==> src/rtl/sram_arbiter_if.sv <==
// Signal bundle between the fetch/load-store requesters, the arbiter and the data SRAM.
// The slave modport is the arbiter's view; master is everything around it.
interface sram_arbiter_if;
  logic        inst_req;
  logic [31:0] inst_addr;
  logic        inst_addr_ok;
  logic        inst_data_ok;
  logic [31:0] inst_rdata;

  logic        data_req;
  logic        data_wr;
  logic [3:0]  data_wstrb;
  logic [31:0] data_addr;
  logic [31:0] data_wdata;
  logic        data_addr_ok;
  logic        data_data_ok;
  logic [31:0] data_rdata;

  logic        sram_en;
  logic [3:0]  sram_wen;
  logic [31:0] sram_addr;
  logic [31:0] sram_wdata;
  logic [31:0] sram_rdata;

  modport slave (
    input  inst_req, inst_addr,
    input  data_req, data_wr, data_wstrb, data_addr, data_wdata,
    input  sram_rdata,
    output inst_addr_ok, inst_data_ok, inst_rdata,
    output data_addr_ok, data_data_ok, data_rdata,
    output sram_en, sram_wen, sram_addr, sram_wdata
  );

  modport master (
    output inst_req, inst_addr,
    output data_req, data_wr, data_wstrb, data_addr, data_wdata,
    output sram_rdata,
    input  inst_addr_ok, inst_data_ok, inst_rdata,
    input  data_addr_ok, data_data_ok, data_rdata,
    input  sram_en, sram_wen, sram_addr, sram_wdata
  );
endinterface

==> src/rtl/sram_arbiter.sv <==
// Single-port data SRAM arbiter: data accesses win, instruction fetch is protected from
// starvation by a saturating counter; responses return one cycle after the grant.
module sram_arbiter #(
  parameter int unsigned STARVE_MAX = 3
) (
  input logic          clk,
  input logic          reset,
  sram_arbiter_if.slave bus
);

  typedef enum logic [1:0] {
    OWN_NONE    = 2'd0,
    OWN_INST    = 2'd1,
    OWN_DATA_RD = 2'd2,
    OWN_DATA_WR = 2'd3
  } owner_t;

  localparam logic [2:0] STARVE_LIM = 3'(STARVE_MAX);

  owner_t     owner_reg, owner_next;
  logic [2:0] starve_cnt_reg, starve_cnt_next;
  logic       grant_d, grant_i;

  always_ff @(posedge clk or negedge reset) begin
    if (!reset) begin
      owner_reg      <= OWN_NONE;
      starve_cnt_reg <= 3'd0;
    end else begin
      owner_reg      <= owner_next;
      starve_cnt_reg <= starve_cnt_next;
    end
  end

  always_comb begin
    grant_d         = 1'b0;
    grant_i         = 1'b0;
    owner_next      = OWN_NONE;
    starve_cnt_next = starve_cnt_reg;

    // Grants are held low during reset so nothing reaches the SRAM.
    if (reset) begin
      grant_d = bus.data_req && !(bus.inst_req && (starve_cnt_reg == STARVE_LIM));
      grant_i = bus.inst_req && !grant_d;
    end

    if (grant_d) begin
      owner_next = bus.data_wr ? OWN_DATA_WR : OWN_DATA_RD;
    end else if (grant_i) begin
      owner_next = OWN_INST;
    end

    if (grant_i || !bus.inst_req) begin
      starve_cnt_next = 3'd0;
    end else if (grant_d && (starve_cnt_reg != STARVE_LIM)) begin
      starve_cnt_next = starve_cnt_reg + 3'd1;
    end
  end

  always_comb begin
    bus.inst_addr_ok = grant_i;
    bus.data_addr_ok = grant_d;
    bus.sram_en      = grant_i | grant_d;
    bus.sram_wen     = (grant_d && bus.data_wr) ? bus.data_wstrb : 4'd0;
    bus.sram_addr    = 32'd0;
    bus.sram_wdata   = 32'd0;
    if (reset) begin
      bus.sram_addr  = grant_d ? bus.data_addr : bus.inst_addr;
      bus.sram_wdata = bus.data_wdata;
    end

    // owner_reg is NONE throughout reset, so the response side needs no extra gating.
    bus.inst_data_ok = (owner_reg == OWN_INST);
    bus.data_data_ok = (owner_reg == OWN_DATA_RD) || (owner_reg == OWN_DATA_WR);
    bus.inst_rdata   = (owner_reg == OWN_INST)    ? bus.sram_rdata : 32'd0;
    bus.data_rdata   = (owner_reg == OWN_DATA_RD) ? bus.sram_rdata : 32'd0;
  end

endmodule
==> src/flat_wrapper.sv <==
// flat-port wrapper written by rule: the top's interface ports become plain ports
module sram_arbiter_flat 
#(
  parameter int unsigned STARVE_MAX = 3
)
  (clk, reset, bus_inst_req, bus_inst_addr, bus_data_req, bus_data_wr, bus_data_wstrb, bus_data_addr, bus_data_wdata, bus_sram_rdata, bus_inst_addr_ok, bus_inst_data_ok, bus_inst_rdata, bus_data_addr_ok, bus_data_data_ok, bus_data_rdata, bus_sram_en, bus_sram_wen, bus_sram_addr, bus_sram_wdata);
  sram_arbiter_if bus_i ();
  input logic clk;
  input logic reset;
  input wire logic [$bits(bus_i.inst_req)-1:0] bus_inst_req;
  input wire logic [$bits(bus_i.inst_addr)-1:0] bus_inst_addr;
  input wire logic [$bits(bus_i.data_req)-1:0] bus_data_req;
  input wire logic [$bits(bus_i.data_wr)-1:0] bus_data_wr;
  input wire logic [$bits(bus_i.data_wstrb)-1:0] bus_data_wstrb;
  input wire logic [$bits(bus_i.data_addr)-1:0] bus_data_addr;
  input wire logic [$bits(bus_i.data_wdata)-1:0] bus_data_wdata;
  input wire logic [$bits(bus_i.sram_rdata)-1:0] bus_sram_rdata;
  output wire logic [$bits(bus_i.inst_addr_ok)-1:0] bus_inst_addr_ok;
  output wire logic [$bits(bus_i.inst_data_ok)-1:0] bus_inst_data_ok;
  output wire logic [$bits(bus_i.inst_rdata)-1:0] bus_inst_rdata;
  output wire logic [$bits(bus_i.data_addr_ok)-1:0] bus_data_addr_ok;
  output wire logic [$bits(bus_i.data_data_ok)-1:0] bus_data_data_ok;
  output wire logic [$bits(bus_i.data_rdata)-1:0] bus_data_rdata;
  output wire logic [$bits(bus_i.sram_en)-1:0] bus_sram_en;
  output wire logic [$bits(bus_i.sram_wen)-1:0] bus_sram_wen;
  output wire logic [$bits(bus_i.sram_addr)-1:0] bus_sram_addr;
  output wire logic [$bits(bus_i.sram_wdata)-1:0] bus_sram_wdata;
  assign bus_i.inst_req = bus_inst_req;
  assign bus_i.inst_addr = bus_inst_addr;
  assign bus_i.data_req = bus_data_req;
  assign bus_i.data_wr = bus_data_wr;
  assign bus_i.data_wstrb = bus_data_wstrb;
  assign bus_i.data_addr = bus_data_addr;
  assign bus_i.data_wdata = bus_data_wdata;
  assign bus_i.sram_rdata = bus_sram_rdata;
  assign bus_inst_addr_ok = bus_i.inst_addr_ok;
  assign bus_inst_data_ok = bus_i.inst_data_ok;
  assign bus_inst_rdata = bus_i.inst_rdata;
  assign bus_data_addr_ok = bus_i.data_addr_ok;
  assign bus_data_data_ok = bus_i.data_data_ok;
  assign bus_data_rdata = bus_i.data_rdata;
  assign bus_sram_en = bus_i.sram_en;
  assign bus_sram_wen = bus_i.sram_wen;
  assign bus_sram_addr = bus_i.sram_addr;
  assign bus_sram_wdata = bus_i.sram_wdata;
  sram_arbiter #(.STARVE_MAX(STARVE_MAX)) u_core (.clk(clk), .reset(reset), .bus(bus_i));
endmodule
==> config.mk <==
export PLATFORM = sky130hd
export DESIGN_NAME = sram_arbiter_flat
export DESIGN_NICKNAME = d
export VERILOG_FILES = /design/src/rtl/sram_arbiter_if.sv /design/src/rtl/sram_arbiter.sv /design/src/flat_wrapper.sv
export SDC_FILE = /design/constraint.sdc
export NUM_CORES = 1
export LEC_CHECK = 0
export CORE_AREA = 2 2 107 109
export DETAILED_ROUTE_END_ITERATION = 8
export DIE_AREA = 0 0 109 111
export PLACE_DENSITY = 0.68
export REMOVE_ABC_BUFFERS = 1
export SYNTH_ARGS = -nofsm -noshare
export SYNTH_HDL_FRONTEND = slang
export SYNTH_SLANG_ARGS = --single-unit
==> constraint.sdc <==
create_clock -name clk -period 3.05 [get_ports clk]
set_clock_uncertainty 0.2 [all_clocks]
set_input_delay 0.915 -clock clk [delete_from_list [all_inputs] [get_ports clk]]
set_output_delay 0.915 -clock clk [all_outputs]
set_load 0.02 [all_outputs]
==> tab_implementation.tex, run 1 <==
\begin{tabular}{lr}
\hline
Metric & Value \\
\hline
\multicolumn{2}{l}{\textbf{Status}} \\
Result of the run & finished, violations left \\
Failing checks & negative setup slack \\
\multicolumn{2}{l}{\textbf{Synth}} \\
Number of different library cells in the post-synthesis netlist & 22 \\
Most used flip-flop cell after synthesis & dfrtp\_1 \\
Mapped Area & 0.00148 sq mm \\
EDFF count, synth & 0 \\
Share of synthesized area occupied by flip-flops and latches & 0.0843 \\
Top post-synthesis cells by area & and2\_1 (43\%), nand3\_1 (11\%), o21ai\_0 (9.4\%) \\
Gate Count Post-Synth & $\sim$250 \\
Post-synthesis async set-or-reset flop share & 1.00 \\
Number of warnings printed during yosys synthesis & 0 \\
Proportion of netlist area held by the largest area contributor & 0.426 \\
Post-synthesis cell type with the largest combined area & and2\_1 \\
Post-synthesis register bit count & 5 \\
Average cell area after synthesis & 5.91 sq um \\
\multicolumn{2}{l}{\textbf{Final layout}} \\
Finished Layout Cells & just under 700 \\
Most common library cell in the layout ignoring fill and taps & clkdlybuf4s50\_1 \\
Area growth from synthesis to layout & 215\% \\
Final Core Density & 0.422 \\
Share of layout cells above drive strength 1 & 0.172 \\
Number of nets in the layout & 669 \\
Fill cell instance count of the final layout & 1,110 \\
Flip-flop count of the largest register, all copies and words added & 3 \\
Most used cells in the layout excluding fill and tap cells & clkdlybuf4s50\_1 (134), and2\_1 (100), dlygate4sd2\_1 (98), nand2\_1 (34), nand3\_1 (28) \\
\multicolumn{2}{l}{\textbf{Floorplan}} \\
Die Span Y & 111 um \\
Number of top-level pins & 274 \\
Floorplan Core Area & 0.0111 sq mm \\
Die Wd & 109 um \\
Initial standard-cell utilization of the core & 0.134 \\
DIE AREA & 0.0121 sq mm \\
Total number of placement rows & 39 \\
\multicolumn{2}{l}{\textbf{Setup path}} \\
Critical path launch point type & input port \\
Required time of the worst setup path & about 1.9 ns \\
Slowest library cell on the worst path & a21boi\_4 \\
Worst flop-to-flop path endpoint & u\_core.starve\_cnt\_reg[0] \\
Cell chain of the critical path & buf\_6, a21boi\_4, buf\_12, buf\_16, buf\_12, buf\_6, o21ai\_4, buf\_6 \\
Delay contributed by the slowest stage of the critical path & around 0.15 ns \\
Worst setup path class & in2out \\
Worst EP arrival & 1.96 ns \\
Worst R2R Setup Slack & between 1 and 1.5 ns \\
R2r startpoint & u\_core.starve\_cnt\_reg[0] \\
Type of element capturing the critical path & output pin \\
Biggest fanout along the worst timing path & 8 \\
Register-to-Register Path Depth & 6 \\
Cell type with the highest occurrence count on the critical path & buf\_6 \\
\multicolumn{2}{l}{\textbf{Global routing}} \\
Maximum number of pins on one net before global-route repair & 64 \\
Total congestion overflow & 0 \\
Initial antenna violation count & 1 \\
Vias in the first global route & 2,766 \\
Total track usage & 0.148 \\
First-pass GRT wire length & 14,100 um \\
\multicolumn{2}{l}{\textbf{Clock network}} \\
TritonCTS buffer count & 3 \\
TritonCTS clock tree & yes \\
Number of sinks handled by clock tree synthesis & 5 \\
\# H-tree levels & 1 \\
Root buffer cell & clkbuf\_16 \\
Clock latency on the worst-skew pair & around 0.22 ns \\
Register clock-pin slew on the reported worst setup and hold paths & roughly 0.03 ns \\
Maximum count of clock buffers along a single path & 2 \\
Hold-fix buffer count after cts & 0 \\
\multicolumn{2}{l}{\textbf{Drt}} \\
Number of vias in the routed layout & 2,790 \\
WL per Instance & roughly 15 um \\
DRC violation count after routing & 0 \\
Violation count after the first detailed-routing iteration & 102 \\
Antenna-violating nets left & 0 \\
Final wirelength & 10,100 um \\
Drt pass-1 iters & 4 \\
Via density per instance & 4.15 \\
\multicolumn{2}{l}{\textbf{Timing}} \\
Fin. Hold Viols & 0 \\
RSZ-0062 raised after global routing & yes \\
Period utilization & 1.01 \\
Achievable Freq & 0.326 GHz \\
Transition time of the tightest slew-check pin & 0.339 ns \\
Max-slew violation count & 0 \\
Post-route worst setup slack & -0.0202 ns \\
Final critical delay including setup and external delays & 3.07 ns \\
Final setup vio count & 1 \\
Slew HR & 0.774 \\
\multicolumn{2}{l}{\textbf{Pwr}} \\
Peak ir drop on the vdd network & 0.127 mV \\
PD cells & 197 mW/mm\^{}2 \\
Reported leakage power & 0.00233 uW \\
\multicolumn{2}{l}{\textbf{Run}} \\
Max-capacitance violation count & 0 \\
\multicolumn{2}{l}{\textbf{Placed design}} \\
Final estimated routing congestion in global placement & around 0.95 \\
Number of placed cells counting well taps & 653 \\
Number of buffers added on ports & 273 \\
Setup slack after placement & -0.870 ns \\
Total half-perimeter wirelength after legalization and detailed placement & 7680 um \\
\multicolumn{2}{l}{\textbf{Worst hold path}} \\
Worst Hold Endpoint & u\_core.starve\_cnt\_reg[2] \\
Beginning of the worst hold path & u\_core.starve\_cnt\_reg[2] \\
HP Class & reg2reg \\
Cell depth of the worst hold path & 3 \\
\hline
\end{tabular}
## worst max-delay path, delay by kind of cell
kind                   cells  cell delay (ns)
buffers and inverters      6             0.74
AO/OA/AOI/OAI              2             0.29
## cells by family after synthesis
kind of cell / share of synthesized area
AND/OR/NAND/NOR: 0.668
adder cells (fa/ha/maj): 0.0169
buffers and inverters: 0.0860
AO/OA/AOI/OAI: 0.145
flip-flops: 0.0843
## final cells by class
cell class	instances	area, sq um	share of cell area
flip-flops and latches	5	125	0.0267
multi-input cells	218	1330	0.283
repair buffers	300	2960	0.633
well taps	143	179	0.0382
inverters	2	7.51	0.00160
diodes	1	2.50	0.000535
clock buffers	4	78.8	0.0168
## worst max path at each step
stage	cells after the start	slack (ns)	start	endpoint
after floorplan	2	-0.22	bus_data_req	bus_sram_addr[0]
after global placement	6	-0.82	bus_data_req	bus_sram_addr[15]
after detailed placement	6	-0.87	bus_data_req	bus_sram_addr[15]
after CTS	7	-0.06	bus_inst_req	bus_sram_addr[14]
after global routing	8	-0.05	bus_data_req	bus_sram_addr[0]
final	8	-0.02	bus_data_req	bus_sram_addr[0]
## metrics by stage
stage / instance area (sq um) / power, uW / hold WS, ns / setup TNS (ns)
2_1_floorplan: 1360 / 281 / 0.363 / -6.59
3_3_place_gp: 4430 / 694 / 0.374 / -42.97
3_5_place_dp: 4430 / 700 / 0.390 / -44.62
4_1_cts: 4470 / 893 / 0.399 / -0.294
5_1_grt: 4680 / 970 / 0.512 / -0.101
6_report: 4680 / 922 / 0.432 / -0.0202
## synthesized netlist by cell type, types with 2 or more instances
cell type and instances:
nand3_1 32, inv_1 2, ha_1 2, buf_2 6, and2_1 101, buf_4 3
o21ai_1 4, nor3b_1 2, nor2b_1 4, dfrtp_1 5, nand2_1 34, clkbuf_1 14
o21ai_0 28, clkbuf_2 3, o21a_1 3, and3_1 2
## where the power goes
group / internal, uW / switching, uW / total (uW) / leakage [uW]
combinational: 351 / 286 / 637 / 0.00222
sequential: 69.3 / 1.59 / 70.9 / 0.0000672
clock: 173 / 41.3 / 214 / 0.0000382
## per-layer routing
layer,share of wire,up-vias,wire length (um),global-route usage
met5,0,-,0,0
met4,0.023,0,235,0.0444
met3,0.10,12,1020,0.0323
met2,0.55,170,5540,0.300
met1,0.33,1229,3330,0.142
li1,-,1379,-,-
## repair_timing
item,in CTS,in global routing
pin swaps,3,2
endpoints found under the setup margin,134,33
cloned,4,3
gates resized for setup,315,48
buffers inserted,9,0
No activity file was read; power rests on OpenSTA's default activity.
==> run 2: changes to the inputs <==
--- a/config.mk
+++ b/config.mk
@@ -9,6 +9,7 @@
 export DETAILED_ROUTE_END_ITERATION = 8
 export DIE_AREA = 0 0 109 111
 export PLACE_DENSITY = 0.68
+export RECOVER_POWER = 100
 export REMOVE_ABC_BUFFERS = 1
 export SYNTH_ARGS = -nofsm -noshare
 export SYNTH_HDL_FRONTEND = slang
==> tab_implementation.tex, run 2 (synthesized netlist as in run 1, its figures left out) <==
\begin{tabular}{lr}
\hline
Metric & Value \\
\hline
\multicolumn{2}{l}{\textbf{Global routing}} \\
Maximum number of pins on one net before global-route repair & 64 \\
Initial antenna violation count & 1 \\
Vias in the first global route & 2,766 \\
Total congestion overflow & 0 \\
First-pass GRT wire length & 14,100 um \\
Total track usage & 0.148 \\
\multicolumn{2}{l}{\textbf{Placed design}} \\
Total placed instance area & roughly 0.0044 sq mm \\
Number of buffers added on ports & 273 \\
Total half-perimeter wirelength after legalization and detailed placement & 7680 um \\
Final estimated routing congestion in global placement & between 0.9 and 1 \\
\multicolumn{2}{l}{\textbf{Setup path}} \\
Register-to-Register Path Depth & 6 \\
Required time of the worst setup path & just under 2 ns \\
Worst setup path class & in2out \\
Worst EP arrival & between 1.5 and 2 ns \\
R2r startpoint & u\_core.starve\_cnt\_reg[0] \\
Critical path launch point type & input port \\
Type of element capturing the critical path & output pin \\
Biggest fanout along the worst timing path & 8 \\
Critical path launch point & bus\_data\_req \\
\multicolumn{2}{l}{\textbf{Clock network}} \\
\# H-tree levels & 1 \\
Register clock-pin slew on the reported worst setup and hold paths & 0.03 ns \\
TritonCTS clock tree & yes \\
TritonCTS buffer count & 3 \\
Number of sinks handled by clock tree synthesis & 5 \\
Maximum count of clock buffers along a single path & 2 \\
Clock latency on the worst-skew pair & 0.22 ns \\
Root buffer cell & clkbuf\_16 \\
\multicolumn{2}{l}{\textbf{Timing}} \\
Post-route worst setup slack & -0.0202 ns \\
Worst Hold Slack & 0.431 ns \\
Period utilization & 1.01 \\
Slew HR & 0.682 \\
RSZ-0062 raised after global routing & yes \\
Transition time of the tightest slew-check pin & 0.477 ns \\
Final critical delay including setup and external delays & just over 3 ns \\
Final setup vio count & 1 \\
Achievable Freq & 0.326 GHz \\
Fin. Hold Viols & 0 \\
Max-slew violation count & 0 \\
\multicolumn{2}{l}{\textbf{Drt}} \\
DRC violation count after routing & 0 \\
Final wirelength & 10,100 um \\
Number of vias in the routed layout & 2,791 \\
WL per Instance & around 15 um \\
Via density per instance & 4.15 \\
Antenna-violating nets left & 0 \\
Drt pass-1 iters & 4 \\
Violation count after the first detailed-routing iteration & a little over 100 \\
\multicolumn{2}{l}{\textbf{Final layout}} \\
Post-route cell area & 0.00468 sq mm \\
Fill cell instance count of the final layout & 1,112 \\
Share of layout cells above drive strength 1 & 0.170 \\
Number of nets in the layout & around 670 \\
Area growth from synthesis to layout & 215\% \\
Flip-flop count of the largest register, all copies and words added & 3 \\
Most used cells in the layout excluding fill and tap cells & clkdlybuf4s50\_1 (134), and2\_1 (100), dlygate4sd2\_1 (98), nand2\_1 (34), nand3\_1 (28) \\
Most common library cell in the layout ignoring fill and taps & clkdlybuf4s50\_1 \\
\multicolumn{2}{l}{\textbf{Worst hold path}} \\
Cell depth of the worst hold path & 3 \\
HP Class & reg2reg \\
Beginning of the worst hold path & u\_core.starve\_cnt\_reg[2] \\
\multicolumn{2}{l}{\textbf{Pwr}} \\
Reported leakage power & 0.00232 uW \\
PD cells & 197 mW/mm\^{}2 \\
Peak ir drop on the vdd network & 0.127 mV \\
\multicolumn{2}{l}{\textbf{Floorplan}} \\
DIE AREA & roughly 0.012 sq mm \\
Number of top-level pins & about 270 \\
Floorplan Core Area & 0.0111 sq mm \\
Die Wd & 109 um \\
Initial standard-cell utilization of the core & 0.134 \\
Die Span Y & 111 um \\
Total number of placement rows & 39 \\
\multicolumn{2}{l}{\textbf{Status}} \\
Failing checks & negative setup slack \\
Result of the run & finished, violations left \\
\multicolumn{2}{l}{\textbf{Run}} \\
Max-capacitance violation count & 0 \\
\hline
\end{tabular}
run 2: changes by cell type in the layout (fill, tap and decap cells not counted):
cell      previous run  this run
clkbuf_1             1         2
buf_4               26        25
run 2: through the flow:
step	utilization	worst slack (ns)	total power, uW	setup TNS, ns	std cells
floorplan	-	-0.215	281	-6.59	225
global placement	0.400	-0.817	694	-42.97	653
detailed placement	0.400	-0.870	700	-44.62	653
CTS	0.403	-0.0561	893	-0.294	669
global route	0.422	-0.0471	969	-0.101	673
finish	0.422	-0.0202	922	-0.0202	673
run 2: final cells by class:
type	instances	area [sq um]	share of cell area
timing repair buffer	300	2960	0.633
multi-input combinational	218	1330	0.283
clock buffer	4	78.8	0.0169
tap	143	179	0.0383
antenna	1	2.50	0.000535
inverter	2	7.51	0.00161
sequential	5	125	0.0268
run 2: where the power goes:
group          internal [uW]  leakage, uW  switching [uW]
clock network            173    0.0000382            41.3
registers               69.3    0.0000672            1.59
logic                    351      0.00222             286
total                    593      0.00232             329
run 2: layer usage:
layer	wire length (um)	GRT usage	share of wire	vias to the layer above
met1	3330	0.142	0.33	1230
met3	1020	0.0323	0.10	12
met5	0	0	0	-
li1	-	-	-	1379
met2	5540	0.300	0.55	170
met4	235	0.0444	0.023	0
run 2: final timing paths:
check,slack (ns),endpoint
setup / recovery,-0.02,bus_sram_addr[0]
hold reg to reg,0.43,u_core.starve_cnt_reg[2]
min in group asynchronous,0.91,u_core.starve_cnt_reg[2]
max in group asynchronous,1.42,u_core.starve_cnt_reg[1]
hold / removal,0.43,u_core.starve_cnt_reg[2]
setup reg to reg,1.39,u_core.starve_cnt_reg[0]
run 2: worst max-delay path, cell delays in order:
cell      delay, ns
buf_6          0.09
a21boi_4       0.15
buf_12         0.13
buf_16         0.13
buf_12         0.14
buf_6          0.11
o21ai_4        0.14
buf_6          0.14
run 2: repair_timing:
item / 4_1_cts / 5_1_grt
setup endpoints to repair: 134 / 33
setup buffers: 9 / 0
cloned: 4 / 3
hold buffers: 0 / 0
pin swaps: 3 / 2
gates resized for setup: 315 / 48
